--- src/rtl/rename_nway.sv ---
// Multi-way register-rename stage: speculative F-RAT, retirement R-RAT and phys busy table.
// Optional stall counters are enabled by defining RENAME_PERF_EN.
module rename_nway #(
    parameter int unsigned WIDTH    = 2,
    parameter int unsigned LOG_ARCH = 5,
    parameter int unsigned LOG_PHYS = 6
) (
    input  logic                         CLK,
    input  logic                         RESET,
    input  logic [WIDTH-1:0]             In_valid,
    input  logic [WIDTH*LOG_ARCH-1:0]    In_srcA,
    input  logic [WIDTH*LOG_ARCH-1:0]    In_srcB,
    input  logic [WIDTH*LOG_ARCH-1:0]    In_dst,
    input  logic [WIDTH-1:0]             In_regwrite,
    output logic                         In_ready,
    input  logic [LOG_PHYS:0]            Free_count,
    input  logic [WIDTH*LOG_PHYS-1:0]    Free_phys,
    output logic [$clog2(WIDTH+1)-1:0]   Free_pop,
    output logic [WIDTH-1:0]             Out_valid,
    output logic [WIDTH*LOG_PHYS-1:0]    Out_srcA_phys,
    output logic [WIDTH*LOG_PHYS-1:0]    Out_srcB_phys,
    output logic [WIDTH-1:0]             Out_srcA_rdy,
    output logic [WIDTH-1:0]             Out_srcB_rdy,
    output logic [WIDTH*LOG_PHYS-1:0]    Out_dst_phys,
    output logic [WIDTH*LOG_PHYS-1:0]    Out_old_phys,
    input  logic                         Out_ready,
    input  logic [WIDTH-1:0]             Wb_valid,
    input  logic [WIDTH*LOG_PHYS-1:0]    Wb_phys,
    input  logic [WIDTH-1:0]             Cm_valid,
    input  logic [WIDTH*LOG_ARCH-1:0]    Cm_arch,
    input  logic [WIDTH*LOG_PHYS-1:0]    Cm_phys,
    input  logic                         Flush
`ifdef RENAME_PERF_EN
    ,
    output logic [31:0]                  Stall_free_cnt,
    output logic [31:0]                  Stall_down_cnt
`endif
);

    localparam int unsigned NUM_ARCH = 1 << LOG_ARCH;
    localparam int unsigned NUM_PHYS = 1 << LOG_PHYS;
    localparam int unsigned POPW     = $clog2(WIDTH + 1);

    logic [LOG_PHYS-1:0]         r_frat [NUM_ARCH];
    logic [LOG_PHYS-1:0]         r_rrat [NUM_ARCH];
    logic [NUM_PHYS-1:0]         r_busy;

    logic [WIDTH-1:0]            r_out_valid;
    logic [WIDTH*LOG_PHYS-1:0]   r_out_sa;
    logic [WIDTH*LOG_PHYS-1:0]   r_out_sb;
    logic [WIDTH-1:0]            r_out_ra;
    logic [WIDTH-1:0]            r_out_rb;
    logic [WIDTH*LOG_PHYS-1:0]   r_out_dst;
    logic [WIDTH*LOG_PHYS-1:0]   r_out_old;

    logic [WIDTH-1:0]            w_ren;
    logic [POPW-1:0]             w_need;
    logic [LOG_PHYS-1:0]         w_new [WIDTH];
    logic [WIDTH*LOG_PHYS-1:0]   w_dst;
    logic [WIDTH*LOG_PHYS-1:0]   w_sa;
    logic [WIDTH*LOG_PHYS-1:0]   w_sb;
    logic [WIDTH-1:0]            w_ra;
    logic [WIDTH-1:0]            w_rb;
    logic [WIDTH*LOG_PHYS-1:0]   w_old;
    logic [LOG_ARCH-1:0]         w_arch_a;
    logic [LOG_ARCH-1:0]         w_arch_b;
    logic [LOG_ARCH-1:0]         w_arch_d;
    logic [LOG_ARCH-1:0]         w_arch_j;
    logic [NUM_PHYS-1:0]         w_wb_clr;
    logic [NUM_PHYS-1:0]         w_busy_eff;
    logic [NUM_PHYS-1:0]         w_busy_nx;
    logic [LOG_PHYS-1:0]         w_rrat_nx [NUM_ARCH];
    logic                        w_fits;
    logic                        w_accept;

    always_comb begin
        w_wb_clr = '0;
        for (int unsigned i = 0; i < WIDTH; i++) begin
            if (Wb_valid[i]) w_wb_clr[Wb_phys[i*LOG_PHYS +: LOG_PHYS]] = 1'b1;
        end
    end

    // A same-cycle writeback already makes the value available to a lookup.
    assign w_busy_eff = r_busy & ~w_wb_clr;

    always_comb begin
        w_need = '0;
        w_ren  = '0;
        w_dst  = '0;
        for (int unsigned k = 0; k < WIDTH; k++) begin
            w_new[k] = '0;
            if (In_valid[k] && In_regwrite[k] && (In_dst[k*LOG_ARCH +: LOG_ARCH] != '0)) begin
                w_ren[k] = 1'b1;
                w_new[k] = Free_phys[w_need*LOG_PHYS +: LOG_PHYS];
                w_need   = w_need + 1'b1;
            end
            w_dst[k*LOG_PHYS +: LOG_PHYS] = w_new[k];
        end
    end

    // Later earlier-slot writers overwrite earlier ones, leaving the nearest producer.
    always_comb begin
        w_sa     = '0;
        w_sb     = '0;
        w_ra     = '0;
        w_rb     = '0;
        w_old    = '0;
        w_arch_a = '0;
        w_arch_b = '0;
        w_arch_d = '0;
        w_arch_j = '0;
        for (int unsigned k = 0; k < WIDTH; k++) begin
            w_arch_a = In_srcA[k*LOG_ARCH +: LOG_ARCH];
            w_arch_b = In_srcB[k*LOG_ARCH +: LOG_ARCH];
            w_arch_d = In_dst[k*LOG_ARCH +: LOG_ARCH];
            w_sa[k*LOG_PHYS +: LOG_PHYS] = r_frat[w_arch_a];
            w_ra[k]                      = ~w_busy_eff[r_frat[w_arch_a]];
            w_sb[k*LOG_PHYS +: LOG_PHYS] = r_frat[w_arch_b];
            w_rb[k]                      = ~w_busy_eff[r_frat[w_arch_b]];
            if (w_ren[k]) w_old[k*LOG_PHYS +: LOG_PHYS] = r_frat[w_arch_d];
            for (int unsigned j = 0; j < WIDTH; j++) begin
                w_arch_j = In_dst[j*LOG_ARCH +: LOG_ARCH];
                if (j < k && w_ren[j]) begin
                    if (w_arch_j == w_arch_a) begin
                        w_sa[k*LOG_PHYS +: LOG_PHYS] = w_new[j];
                        w_ra[k]                      = 1'b0;
                    end
                    if (w_arch_j == w_arch_b) begin
                        w_sb[k*LOG_PHYS +: LOG_PHYS] = w_new[j];
                        w_rb[k]                      = 1'b0;
                    end
                    if (w_ren[k] && (w_arch_j == w_arch_d))
                        w_old[k*LOG_PHYS +: LOG_PHYS] = w_new[j];
                end
            end
            if (w_arch_a == '0) begin
                w_sa[k*LOG_PHYS +: LOG_PHYS] = '0;
                w_ra[k]                      = 1'b1;
            end
            if (w_arch_b == '0) begin
                w_sb[k*LOG_PHYS +: LOG_PHYS] = '0;
                w_rb[k]                      = 1'b1;
            end
        end
    end

    assign w_fits   = ((LOG_PHYS+1)'(w_need) <= Free_count);
    assign w_accept = RESET & ~Flush & In_valid[0] & w_fits & (~r_out_valid[0] | Out_ready);
    assign In_ready = w_accept;
    assign Free_pop = w_accept ? w_need : '0;

    always_comb begin
        w_busy_nx = w_busy_eff;
        for (int unsigned k = 0; k < WIDTH; k++) begin
            if (w_accept && w_ren[k]) w_busy_nx[w_new[k]] = 1'b1;
        end
    end

    always_comb begin
        w_rrat_nx = r_rrat;
        for (int unsigned i = 0; i < WIDTH; i++) begin
            if (Cm_valid[i])
                w_rrat_nx[Cm_arch[i*LOG_ARCH +: LOG_ARCH]] = Cm_phys[i*LOG_PHYS +: LOG_PHYS];
        end
    end

    always_ff @(posedge CLK or negedge RESET) begin
        if (!RESET) begin
            for (int unsigned i = 0; i < NUM_ARCH; i++) begin
                r_frat[i] <= LOG_PHYS'(i);
                r_rrat[i] <= LOG_PHYS'(i);
            end
            r_busy      <= '0;
            r_out_valid <= '0;
            r_out_sa    <= '0;
            r_out_sb    <= '0;
            r_out_ra    <= '0;
            r_out_rb    <= '0;
            r_out_dst   <= '0;
            r_out_old   <= '0;
        end else begin
            r_rrat <= w_rrat_nx;
            if (Flush) begin
                r_frat      <= w_rrat_nx;
                r_busy      <= '0;
                r_out_valid <= '0;
            end else begin
                r_busy <= w_busy_nx;
                if (w_accept) begin
                    for (int unsigned k = 0; k < WIDTH; k++) begin
                        if (w_ren[k]) r_frat[In_dst[k*LOG_ARCH +: LOG_ARCH]] <= w_new[k];
                    end
                    r_out_valid <= In_valid;
                    r_out_sa    <= w_sa;
                    r_out_sb    <= w_sb;
                    r_out_ra    <= w_ra;
                    r_out_rb    <= w_rb;
                    r_out_dst   <= w_dst;
                    r_out_old   <= w_old;
                end else if (Out_ready) begin
                    r_out_valid <= '0;
                end
            end
        end
    end

    assign Out_valid     = r_out_valid;
    assign Out_srcA_phys = r_out_sa;
    assign Out_srcB_phys = r_out_sb;
    assign Out_srcA_rdy  = r_out_ra;
    assign Out_srcB_rdy  = r_out_rb;
    assign Out_dst_phys  = r_out_dst;
    assign Out_old_phys  = r_out_old;

`ifdef RENAME_PERF_EN
    logic        w_stall_free;
    logic        w_stall_down;
    logic [31:0] r_stall_free_cnt;
    logic [31:0] r_stall_down_cnt;

    // A free-list shortage takes precedence when both causes apply.
    assign w_stall_free = RESET & In_valid[0] & ~Flush & ~w_fits;
    assign w_stall_down = RESET & In_valid[0] & ~Flush & w_fits & r_out_valid[0] & ~Out_ready;

    always_ff @(posedge CLK or negedge RESET) begin
        if (!RESET) begin
            r_stall_free_cnt <= '0;
            r_stall_down_cnt <= '0;
        end else begin
            if (w_stall_free && (r_stall_free_cnt != '1)) r_stall_free_cnt <= r_stall_free_cnt + 1'b1;
            if (w_stall_down && (r_stall_down_cnt != '1)) r_stall_down_cnt <= r_stall_down_cnt + 1'b1;
        end
    end

    assign Stall_free_cnt = r_stall_free_cnt;
    assign Stall_down_cnt = r_stall_down_cnt;
`endif

endmodule

--- config.mk ---
export PLATFORM = sky130hd
export DESIGN_NAME = rename_nway
export DESIGN_NICKNAME = d
export VERILOG_FILES = /design/src/rtl/rename_nway.sv
export SDC_FILE = /design/constraint.sdc
export NUM_CORES = 2
export LEC_CHECK = 0
export ABC_CLOCK_PERIOD_IN_PS = 15300
export CORE_MARGIN = 2
export CORE_UTILIZATION = 65
export CTS_CLUSTER_DIAMETER = 200
export DETAILED_ROUTE_END_ITERATION = 16
export GPL_ROUTABILITY_DRIVEN = 1
export PLACE_DENSITY = 0.84
export SLEW_MARGIN = 20
export SYNTH_ARGS = -nofsm -noshare
export SYNTH_HDL_FRONTEND = slang
export SYNTH_SLANG_ARGS = --single-unit
export TNS_END_PERCENT = 20
--- constraint.sdc ---
create_clock -name CLK -period 15.3 [get_ports CLK]
set_input_delay 3.06 -clock CLK [delete_from_list [all_inputs] [get_ports CLK]]
set_output_delay 3.06 -clock CLK [all_outputs]
set_load 0.05 [all_outputs]
* Yosys cells after proc, flatten, opt, wreduce, memory -nomap -nowiden
Cells that the tools add are included.
** Cells by class
- Add/sub/neg operators :: 1
- Multipliers :: 1
- Order comparisons :: 25
- Equal/unequal tests :: 3
- Shift-type cells :: 1
- Mux-type cells :: 89
- Bitwise logic cells :: 24
- Reduce and logical (&&, ||, !) cells :: 24
** Operators by type and width (number)
- $mux W192 :: 8
- $bwmux W192 :: 4
- $mux W64 :: 5
- $or A64 B64 Y64 :: 3
- $bmux W6 S5 :: 6
- $mux W6 :: 30
- $demux W6 S5 :: 4
- $and A64 B64 Y64 :: 1
- $not A64 Y64 :: 1
- $lt A6 B7 Y1 const B :: 8
- $ge A6 B6 Y1 const B :: 8
- $not A5 Y6 :: 8
- $bmux W1 S6 :: 4
- $demux W1 S6 :: 4
- $ge A6 B1 Y1 const B :: 4
- $lt A6 B1 Y1 const B :: 4
- $logic_not A5 Y1 :: 4
- $mux W1 :: 19
- $eq A5 B5 Y1 :: 3
- $logic_and A1 B1 Y1 :: 15
- $shiftx A12 B6 Y6 :: 1
- $mux W2 :: 5
- $reduce_bool A5 Y1 :: 2
- $le A2 B7 Y1 :: 1
- 8 further kinds :: 16
** Word-level totals
- Bits in registers :: 502
- Input port bits :: 95
- Output and inout port bits :: 57
- Word-level logic and storage cells :: 240

* Longest topological paths before layout
- Depth after elaboration :: 15
- Gate-level depth with buffers :: 18
- Depth with buffers taken out :: 14

* Least setup slack after synthesis
Ideal clock, no wire load.
- Path kind :: input-to-output
- Start point :: in In_dst[6]
- End point :: out Free_pop[0]
- Arrival time :: 6.537 ns
- Path slack :: 5.703 ns
- Stages :: 16
- Path through :: clkbuf_1 > or2_2 > buf_2 > or4_1 > nor2b_1 > clkbuf_1 > nand2_1 > inv_1 > ha_1 > nor2b_1 > o211ai_1 > nand2_1 > clkbuf_1 > clkbuf_1 > clkbuf_1 > nor2_1
** Between the ends
- Cells in the longest elaborated chain, start to end :: 7
** Ends and longest elaborated chain
- start, declared :: line 13 : input logic [WIDTH*LOG_ARCH-1:0] In_dst,
- $reduce_bool A5 Y1 * :: line 92 : if (In_valid[k] && In_regwrite[k] && (In_dst[k*LOG_ARCH +: LOG_ARCH] != '0)) begin
- $logic_and A1 B1 Y1 * :: line 92
- $mux W2 * :: line 92
- $le A2 B7 Y1 :: line 147 : assign w_fits = ((LOG_PHYS+1)'(w_need) <= Free_count);
- $and A1 B1 Y1 (2 in a row) :: line 148 : assign w_accept = RESET & ~Flush & In_valid[0] & w_fits & (~r_out_valid[0] | Out_ready);
- $mux W2 * :: line 150 : assign Free_pop = w_accept ? w_need : '0;
- end, declared :: line 18 : output logic [$clog2(WIDTH+1)-1:0] Free_pop,
Every way passes the cells marked *; elsewhere a longest branch is shown, timed or not.

* Final worst setup path
- Start point :: in In_dst[7]
- End point :: out In_ready
** Between the ends
- Cells in the longest elaborated chain, start to end :: 6
** Ends and longest elaborated chain
- $reduce_bool A5 Y1 :: line 92
- $logic_and A1 B1 Y1 :: line 92
- $mux W2 :: line 92
- $le A2 B7 Y1 :: line 147
- $and A1 B1 Y1 (2 in a row) :: line 148
- end, declared :: line 15 : output logic In_ready,
Every way passes these cells.

==> impl_metrics.tcl <==
set metrics [dict create \
    coreArea_sq_um 60600 \
    stdcell_area_sq_um 43300 \
    slew_headroom_pct 15.2 \
    synth.most_common_cell "nand2_1" \
    worst_pin_slew_ns 1.27 \
    slowest_delay_ns 1.22 \
    worst_slack_ns 4.40 \
    cts_tree "yes" \
    synth-edff-count 0 \
    netlist_top_cells_count "794 x nand2_1, 439 x nor2_1, 437 x mux2i_1" \
    grt_first_pass_wirelength_um 252000 \
    antenna_found_initial 11 \
    grt_max_degree 223 \
    wl_per_cell_um 34.7 \
    htreeDepth 2 \
    cts_resized 0 \
    overflow 0 \
    grt_pass1_vias 37400 \
    start_kind "primary input" \
    synthFlopType "dfrtp_1" \
    outcome "complete, no violations" \
    root_buffer "clkbuf_16" \
    finalNetCount 4301 \
    hpwl_um 121000 \
    p_per_area_nw_per_um2 130 \
    fmax_mhz 91.7 \
    finalSetupViolCount 0 \
    yosys_warnings 0 \
    io_buffers 151 \
    finalCriticalPeriod_ns 10.90 \
    met2_usage_pct 76.8 \
    worstReg2RegStart "r_frat[181]$_DFFE_PN0P_" \
    clock_latency_ns 0.66 \
    finalPower_mw 5.65 \
    crit_type "in -> out" \
    final_core_utilization_pct 71.5 \
    hold_class "reg -> reg" \
    crit_path_top_delay_cell "clkdlybuf4s50_1" \
    final_antenna_net_count 0 \
    synthTopCellsByArea "dfrtp_1 21%, mux4_2 17%, mux2i_1 11%" \
    ff2ff_setup_slack_ns 10.88 \
    die_y_um 252 \
    syn_area_sq_um 40000 \
    crit_path_end_kind "output port" \
    synth_top_area_cell "dfrtp_1" \
    ys_types 83 \
    via_per_inst 7.92 \
    rsz0062_at_grt "false" \
    worstHoldStart "Out_srcB_phys[2]$_DFFE_PN0P_" \
    skew_ns 0.0273 \
    drt_iter0_drc 7192 \
    synthCells 4317 \
    async_flop_share_pct 100 \
    place.gp.congestion 1.07 \
    drc 0 \
    postCtsSetupBuffers 0 \
    routed_wl_um 175000 \
    clock-sinks 502 \
    numCtsBuffers 54 \
    timing.rr.end "Out_srcA_rdy[1]$_DFFE_PN0P_" \
    dieArea_sq_um 63600 \
    clockBufferDepth 3 \
    path_clk_slew_ns 0.06 \
    path_cells "clkdlybuf4s50_1 > or4_1 > nor2b_1 > nand2_1 > inv_1 > ha_1 > nor2b_1 > o211ai_1 > nand2_4 > inv_1 > buf_4 > clkdlybuf4s50_1" \
    grt_usage_pct 54.5 \
    irDropWorstVdd_mv 0.119 \
    grt_util_met1_pct 67.4 \
    start_util_pct 66.1 \
    max_cap_violations 0 \
    area_growth_pct 8.25 \
    rr_worst_depth 10 \
    postSynthAreaPerCell_sq_um 9.27 \
    worstPathMaxFanout 33 \
    cts_hold_buf 0 \
    synth_top_area_share_pct 21.4 \
    holdPathEnd "Out_srcB_phys[2]$_DFFE_PN0P_" \
    power.leakage_nw 17.2 \
    required_ns 12.24 \
    final.setup.tns_ns 0 \
    grt_util_met3_pct 23.0 \
    maxSlewViolCount 0 \
    timing.final.crit_share_pct 71.3 \
    ys_ff_latch 502 \
    vias 39900 \
    cp.arrival_ns 7.84 \
    io_pins 152 \
    die_x_um 252 \
    drive_gt1_share_pct 17.7 \
    ys_seq_area_share_pct 31.9 \
    syn_nets 4414 \
    hold_path_depth 2 \
    rows 90 \
    placed_area_sq_um 41400 \
    grt.busiest_layer "met2" \
    detailedPlace.worstSlack_ns 4.66 \
    final_hold_viol_count 0 \
    dr.pass1.iters 7 \
]
## report_power, final
part / internal, mW / switching (mW)
combinational: 0.883 / 1.15
sequential: 1.70 / 0.505
clock: 0.809 / 0.606
total: 3.39 / 2.26
## area by class of cell
type                    instances  area (sq um)
multi-input cells            3388         25500
fillers                      4482         17200
flip-flops and latches        502         12800
repair buffers                235          2100
clock buffers                  79          1590
well taps                     782           978
clock inverters                23           303
inverters                      23          86.3
diodes                          7          17.5
## cell usage in the layout, fill, tap and decap left out, types with 30 or more instances in the layout
cell type / count
o211ai_1: 30
mux4_2: 309
mux2i_1: 437
a31oi_1: 41
clkbuf_16: 54
nor2_1: 433
nand2b_1: 32
mux2_2: 33
nand2_1: 793
dfrtp_1: 342
nand3_1: 86
dfstp_2: 160
clkdlybuf4s50_1: 133
o21ai_0: 231
o221ai_1: 184
a21oi_1: 352
buf_4: 89
a221oi_1: 62
a211oi_1: 32
## registers in the layout (all words and copies together), names as in the netlist
name / count
Out_valid: 2
r_busy: 64
Out_srcA_phys: 12
Out_srcB_phys: 12
r_rrat: 192
Out_dst_phys: 12
Out_srcB_rdy: 2
Out_srcA_rdy: 2
r_frat: 192
Out_old_phys: 12
## how the worst max path moves through the flow
stage                          from           to  slack [ns]  depth (start not counted)
after floorplan           In_dst[6]  Free_pop[0]        5.70                         16
after global placement    In_dst[7]     In_ready        4.76                         12
after detailed placement  In_dst[7]     In_ready        4.66                         12
after CTS                 In_dst[7]     In_ready        4.65                         12
after global routing      In_dst[7]     In_ready        4.38                         12
final                     In_dst[7]     In_ready        4.40                         12
## logic make-up (layout without fill, tap and decap cells)
| logic type | after synthesis | after routing | share of synthesized area [%] |
|---|---|---|---|
| flops | 502 | 502 | 31.9 |
| mux | 794 | 794 | 30.1 |
| simple gates | 1535 | 1535 | 16.2 |
| fa+ha+maj | 2 | 2 | 0.0625 |
| other cells | 0 | 7 | 0 |
| compound gates | 1041 | 1041 | 16.7 |
| xor+xnor | 16 | 16 | 0.350 |
| buf+inv | 427 | 360 | 4.67 |
## worst max-delay path: cells and delay by family
kind,cells,cell delay (ns)
AOI/OAI and AO/OA,1,0.27
adders and majority gates,1,0.24
buffers and inverters,5,2.77
and+or+nand+nor,5,1.48
## per-stage QoR
stage                     instances  hold WS, ns
final                          5039        0.484
after global routing           5032        0.505
after CTS                      5032        0.484
after detailed placement       4930        0.470
after global placement         4930        0.463
after floorplan                4317        0.538
## routing by layer
metal | vias to the layer above | routed length, um
met5 | - | 67
met4 | 8 | 16300
li1 | 16000 | -
met3 | 1037 | 29700
met2 | 3837 | 71500
met1 | 19100 | 57400
No activity file was read; power rests on OpenSTA's default activity.
